<file path="src/rtl/id_stage.sv">
// -----------------------------------------------------------------------------
// id_stage -- instruction-decode stage of the 5-stage pipeline.
//
// Purpose:
//   Holds the 32-entry register file, reads the operands of the instruction in
//   IFIDIR and writes back results from the MEM/WB latch. Write-through makes a
//   same-cycle writeback visible to the read. The stage produces the IDEX latch
//   (IDEXIR/IDEXA/IDEXB) and six registered bypass selects for execute. It also
//   detects load-use hazards: it stalls fetch and injects a bubble into IDEX.
//
// Ports:
//   clk                  in   pipeline clock, rising edge
//   reset                in   synchronous, active-high
//   IFIDIR               in   instruction being decoded
//   MEMWBIR              in   instruction in writeback
//   MEMWBValue           in   writeback data
//   EXMEMIR              in   instruction in the memory stage
//   stall                out  combinational; high = fetch holds PC and IFIDIR
//   IDEXIR/IDEXA/IDEXB   out  registered IDEX latch
//   bypass{A,B}from{MEM,ALUinWB,LWinWB}  out  registered operand selects
// -----------------------------------------------------------------------------
module id_stage #(
  parameter logic [31:0] BUBBLE_IR = 32'h0000_0020,
  parameter int          DATA_W    = 32
) (
  input  logic              clk,
  input  logic              reset,
  input  logic [31:0]       IFIDIR,
  input  logic [31:0]       MEMWBIR,
  input  logic [DATA_W-1:0] MEMWBValue,
  input  logic [31:0]       EXMEMIR,
  output logic              stall,
  output logic [31:0]       IDEXIR,
  output logic [DATA_W-1:0] IDEXA,
  output logic [DATA_W-1:0] IDEXB,
  output logic              bypassAfromMEM,
  output logic              bypassAfromALUinWB,
  output logic              bypassAfromLWinWB,
  output logic              bypassBfromMEM,
  output logic              bypassBfromALUinWB,
  output logic              bypassBfromLWinWB
);

  localparam logic [5:0] OP_ALU     = 6'b000000;
  localparam logic [5:0] OP_LW      = 6'b100011;
  localparam logic [5:0] OP_SW      = 6'b101011;
  localparam logic [5:0] OP_CINDC   = 6'b101111;
  localparam logic [5:0] OP_BEQINIT = 6'b000100;

  // ---------------------------------------------------------------------------
  // Decode helpers
  // ---------------------------------------------------------------------------
  function automatic logic writes_rd(input logic [5:0] op);
    return (op == OP_ALU) || (op == OP_CINDC);
  endfunction

  // Destination register, 0 when the instruction writes nothing.
  function automatic logic [4:0] dest_of(input logic [31:0] ir);
    logic [4:0] d;
    d = 5'd0;
    if (writes_rd(ir[31:26]))
      d = ir[15:11];
    else if (ir[31:26] == OP_LW)
      d = ir[20:16];
    return d;
  endfunction

  function automatic logic uses_rs(input logic [5:0] op);
    logic u;
    u = 1'b0;
    case (op)
      OP_ALU, OP_CINDC, OP_LW, OP_SW: u = 1'b1;
      OP_BEQINIT:                     u = 1'b0;
      default:                        u = 1'b0;
    endcase
    return u;
  endfunction

  function automatic logic uses_rt(input logic [5:0] op);
    return (op == OP_ALU) || (op == OP_CINDC) || (op == OP_SW);
  endfunction

  // ---------------------------------------------------------------------------
  // Pipeline state
  // ---------------------------------------------------------------------------
  logic [31:0]       idex_ir_reg;
  logic [DATA_W-1:0] idex_a_reg;
  logic [DATA_W-1:0] idex_b_reg;
  logic [1:0]        bypass_mem_reg;     // [0] = operand A, [1] = operand B
  logic [1:0]        bypass_alu_wb_reg;
  logic [1:0]        bypass_lw_wb_reg;

  logic [DATA_W-1:0] regs [0:31];

  // Field extraction for the instructions being compared.
  logic [5:0] ifid_op;
  logic [5:0] idex_op;
  logic [5:0] exmem_op;
  logic [4:0] wb_dest;

  assign ifid_op  = IFIDIR[31:26];
  assign idex_op  = idex_ir_reg[31:26];
  assign exmem_op = EXMEMIR[31:26];
  assign wb_dest  = dest_of(MEMWBIR);

  // Index 0 describes operand A (rs), index 1 operand B (rt).
  logic [1:0][4:0]        src_addr;
  logic [1:0]             src_used;
  logic [1:0][DATA_W-1:0] src_data;
  logic [1:0]             src_hazard;
  logic [1:0]             byp_mem_next;
  logic [1:0]             byp_alu_wb_next;
  logic [1:0]             byp_lw_wb_next;

  assign src_addr[0] = IFIDIR[25:21];
  assign src_addr[1] = IFIDIR[20:16];
  assign src_used[0] = uses_rs(ifid_op);
  assign src_used[1] = uses_rt(ifid_op);

  generate
    for (genvar gi = 0; gi < 2; gi++) begin : g_operand
      logic live;

      // A select only matters for a source that the opcode really reads, and
      // r0 is never forwarded because it is hard-wired to zero.
      assign live = src_used[gi] && (src_addr[gi] != 5'd0);

      // Write-through: a writeback to the register being read in this cycle
      // is returned directly, so decode never sees a stale register.
      assign src_data[gi] = (src_addr[gi] == 5'd0)    ? '0 :
                            (src_addr[gi] == wb_dest) ? MEMWBValue :
                                                        regs[src_addr[gi]];

      // The instruction now in IDEX will be in MEM next cycle, and it is
      // younger than the one in EXMEM. So its result wins over the WB selects.
      assign byp_mem_next[gi]    = live && writes_rd(idex_op) &&
                                   (idex_ir_reg[15:11] == src_addr[gi]);
      assign byp_alu_wb_next[gi] = live && writes_rd(exmem_op) &&
                                   (EXMEMIR[15:11] == src_addr[gi]) &&
                                   !byp_mem_next[gi];
      assign byp_lw_wb_next[gi]  = live && (exmem_op == OP_LW) &&
                                   (EXMEMIR[20:16] == src_addr[gi]) &&
                                   !byp_mem_next[gi];

      // A load in IDEX has no data until MEM, so a dependent decode must wait.
      assign src_hazard[gi] = src_used[gi] && (idex_op == OP_LW) &&
                              (idex_ir_reg[20:16] != 5'd0) &&
                              (idex_ir_reg[20:16] == src_addr[gi]);
    end
  endgenerate

  assign stall = |src_hazard;

  // ---------------------------------------------------------------------------
  // Register file: reset clears every entry, and reset also blocks writeback.
  // Entry 0 is never written and is masked on read.
  // ---------------------------------------------------------------------------
  always_ff @(posedge clk) begin
    if (reset) begin
      for (int i = 0; i < 32; i++)
        regs[i] <= '0;
    end else if (wb_dest != 5'd0) begin
      regs[wb_dest] <= MEMWBValue;
    end
  end

  // ---------------------------------------------------------------------------
  // IDEX latch and bypass selects
  // ---------------------------------------------------------------------------
  always_ff @(posedge clk) begin
    if (reset) begin
      idex_ir_reg       <= '0;
      idex_a_reg        <= '0;
      idex_b_reg        <= '0;
      bypass_mem_reg    <= '0;
      bypass_alu_wb_reg <= '0;
      bypass_lw_wb_reg  <= '0;
    end else if (stall) begin
      idex_ir_reg       <= BUBBLE_IR;
      idex_a_reg        <= '0;
      idex_b_reg        <= '0;
      bypass_mem_reg    <= '0;
      bypass_alu_wb_reg <= '0;
      bypass_lw_wb_reg  <= '0;
    end else begin
      idex_ir_reg       <= IFIDIR;
      idex_a_reg        <= src_data[0];
      idex_b_reg        <= src_data[1];
      bypass_mem_reg    <= byp_mem_next;
      bypass_alu_wb_reg <= byp_alu_wb_next;
      bypass_lw_wb_reg  <= byp_lw_wb_next;
    end
  end

  assign IDEXIR             = idex_ir_reg;
  assign IDEXA              = idex_a_reg;
  assign IDEXB              = idex_b_reg;
  assign bypassAfromMEM     = bypass_mem_reg[0];
  assign bypassAfromALUinWB = bypass_alu_wb_reg[0];
  assign bypassAfromLWinWB  = bypass_lw_wb_reg[0];
  assign bypassBfromMEM     = bypass_mem_reg[1];
  assign bypassBfromALUinWB = bypass_alu_wb_reg[1];
  assign bypassBfromLWinWB  = bypass_lw_wb_reg[1];

  // Instruction fields that this stage does not need, such as the immediate
  // and funct fields, or rs of the downstream instructions.
  logic unused_ir_bits;
  assign unused_ir_bits = ^{IFIDIR[15:0], EXMEMIR[25:21], EXMEMIR[10:0],
                            MEMWBIR[25:21], MEMWBIR[10:0]};

endmodule

</file>
<file path="config.mk">
export PLATFORM = sky130hd
export DESIGN_NAME = id_stage
export DESIGN_NICKNAME = d
export VERILOG_FILES = /design/src/rtl/id_stage.sv
export SDC_FILE = /design/constraint.sdc
export NUM_CORES = 2
export LEC_CHECK = 0
export CORE_MARGIN = 2
export CORE_UTILIZATION = 35
export CTS_BUF_LIST = sky130_fd_sc_hd__clkbuf_4 sky130_fd_sc_hd__clkbuf_8 sky130_fd_sc_hd__clkbuf_16
export CTS_CLUSTER_DIAMETER = 30
export DETAILED_ROUTE_END_ITERATION = 16
export DONT_BUFFER_PORTS = 1
export PLACE_DENSITY = 0.54
export SLEW_MARGIN = 5
export SYNTH_ARGS = -nofsm -noshare
export SYNTH_HDL_FRONTEND = slang
export SYNTH_SLANG_ARGS = --single-unit
export TNS_END_PERCENT = 20
</file>
<file path="constraint.sdc">
create_clock -name clk -period 6.2 [get_ports clk]
set_input_delay 0.62 -clock clk [delete_from_list [all_inputs] [get_ports clk]]
set_output_delay 0.62 -clock clk [all_outputs]
set_load 0.01 [all_outputs]
</file>
==> out/metrics.yaml <==
status: "finished clean"
synth.avg_cell_area_um2: 15.7
power_leakage_nw: 25.1
clock_latency_ns: 0.90
grt_max_degree: 265
grt_util_met3_pct: 4.74
vias: 36663
hold_path_class: "in -> reg"
largest_register_ffs: 1024
synth_area_leaders: "edfxtp_1 52%, mux4_2 24%, and2_1 11%"
path_buf_inv: 3
antenna_found_initial: 21
synthFlopType: "edfxtp_1"
path_clk_slew_ns: 0.04
power.density_nw_per_um2: 366
syn_inst: 3756
async_reset_ff_share_pct: 0
crit_chain: "dlygate4sd3_1 > inv_1 > o32a_1 > or4_1 > a211o_4 > inv_2"
busiest_layer: "met2"
drive_gt1_share_pct: 33.4
place.gp.congestion: 0.844
wl_per_cell_um: 34.0
cts_tree: "built"
cp_data_required_time_ns: 5.58
setup_tns_ns: 0
clockRootBuffer: "clkbuf_16"
cts_resized: 0
cp_top_family: "compound AO/OA/AOI/OAI gates"
yosysTopAreaCell: "edfxtp_1"
synth_common_cells: "1024 x edfxtp_1, 992 x and2_1, 640 x mux4_2"
cp_slowest_cell: "or4_1"
synthSimpleGateAreaFrac_pct: 14.1
place_hpwl_um: 114000
initial_core_util_pct: 35.3
rsz0062_at_grt: "no"
die_y_um: 414
clk_path_buf_depth: 4
numPortBuffers: 0
synth_most_common_cell: "edfxtp_1"
cts_sinks: 1126
finalClockSkew_ns: 0.0607
crit_fanout: 29
synth_warnings: 0
synth_top_family_by_area: "multiplexers"
postLayoutCellArea_um2: 72500
h-tree-depth: 5
use_met1_pct: 31.0
synth-seq-area-share_pct: 55.6
ys_ff_latch: 1126
dieWidth_um: 414
avgViaCountPerCell: 5.83
io_pins: 233
vdd_drop_max_mv: 0.303
nNetsFinal: 3975
start_kind: "primary input"
synth-edff-count: 1024
drc: 0
grtUsageMet2_pct: 41.3
drtIter0Drc: 4298
area_growth_pct: 22.9
grt_first_pass_wirelength_um: 297000
ant_nets: 0
synth.area.mux_share_pct: 25.5
post_synth_fa_ha_maj_area_fraction_pct: 0
crit_type: "in -> out"
drv_slew: 0
synth_compound_area_share_pct: 1.25
syn_area_um2: 59000
critPathArrivalTime_ns: 3.43
post-route-period-util_pct: 65.4
finish.utilization_pct: 43.3
fin_crit_ns: 4.05
largest-register: "regs"
routed_wl_um: 214000
grt_overflow_total: 0
finalPower_mw: 26.6
grt_use_total_pct: 24.7
critPathCaptureType: "output pin"
grt_pass1_vias: 37890
setup-violations-final: 0
slowest_delay_ns: 0.61
drv_cap: 0
fmax_mhz: 247
cts_setup_buffers: 0
timing.slew.headroom_pct: 11.7
place_area_um2: 61300
synth_xor_area_share_pct: 0.609
finalHoldViolCount: 0
worst_pin_slew_ns: 1.32
synth_cell_types: 64
cts_buffers: 311
num_rows: 150
cts_hold_buf: 67
yosys.area.top_type_share_pct: 52.1
drt_first_pass_iters: 5
core_um2: 167000
die-area_um2: 172000
[through the flow]
step | instances | setup WS (ns) | hold slack, ns
finish | 6289 | 2.15 | 0.0372
global route | 6287 | 2.06 | 0.0279
CTS | 6280 | 2.07 | 0.000122
detailed placement | 5669 | 1.50 | 0.700
global placement | 5669 | 1.53 | 0.706
floorplan | 3787 | 1.33 | 0.680
[layout by cell type (no fill, tap or decap), drive strengths merged, types with 17 or more instances in the layout]
cell,instances
clkbuf,369
buf,107
dfxtp,102
nand4,69
xnor2,21
nor3,37
bufinv,40
mux2i,65
mux4,640
nand3,22
inv,30
and2,992
and3,31
or2,17
nor4,41
edfxtp,1024
conb,32
clkinv,103
a211oi,33
dlygate4sd3,45
nor2,122
xor2,20
o21ai,23
[worst min-delay path: cells and delay by family]
family / cells / cell delay, ns
xor gates and xnor gates: 1 / 0.04
and+or+nand+nor: 2 / 0.21
[report_power, final]
group | switching (mW) | total (mW) | internal (mW)
combinational | 0.891 | 1.81 | 0.923
sequential | 0.243 | 8.97 | 8.72
clock | 4.68 | 15.8 | 11.1
total | 5.81 | 26.6 | 20.7
[area by class of cell]
class / count / area (um2)
Clock buffer: 369 / 8340
Tap cell: 2204 / 2760
Sequential cell: 1126 / 32800
Inverter: 14 / 65.1
Timing Repair Buffer: 152 / 1600
Clock inverter: 175 / 1930
Fill cell: 14542 / 94800
Multi-Input combinational cell: 2240 / 25000
Antenna cell: 9 / 22.5
[logic make-up after synthesis]
group / after synthesis
xor+xnor: 41
simple gates: 1378
buf+inv: 421
other cells: 1
mux: 705
compound gates: 84
flops: 1126
[metal layers]
| layer | share of wire (%) | routed length (um) |
|---|---|---|
| met1 | 39 | 82700 |
| met2 | 49 | 106000 |
| met3 | 7.3 | 15700 |
| met4 | 4.7 | 10100 |
| met5 | 0.0061 | 13 |
[path summary, 6_finish.rpt]
check | start | end | slack [ns] | cells past startpoint
worst max-delay path | IFIDIR[29] | stall | 2.15 | 6
worst min-delay path | EXMEMIR[11] | bypass_alu_wb_reg[0] | 0.04 | 3
worst max register to register | IDEXIR[17] | IDEXB[13] | 2.97 | 5
worst min register to register | IDEXIR[14] | bypass_mem_reg[0] | 0.80 | 3
No activity file was read; power rests on OpenSTA's default activity.
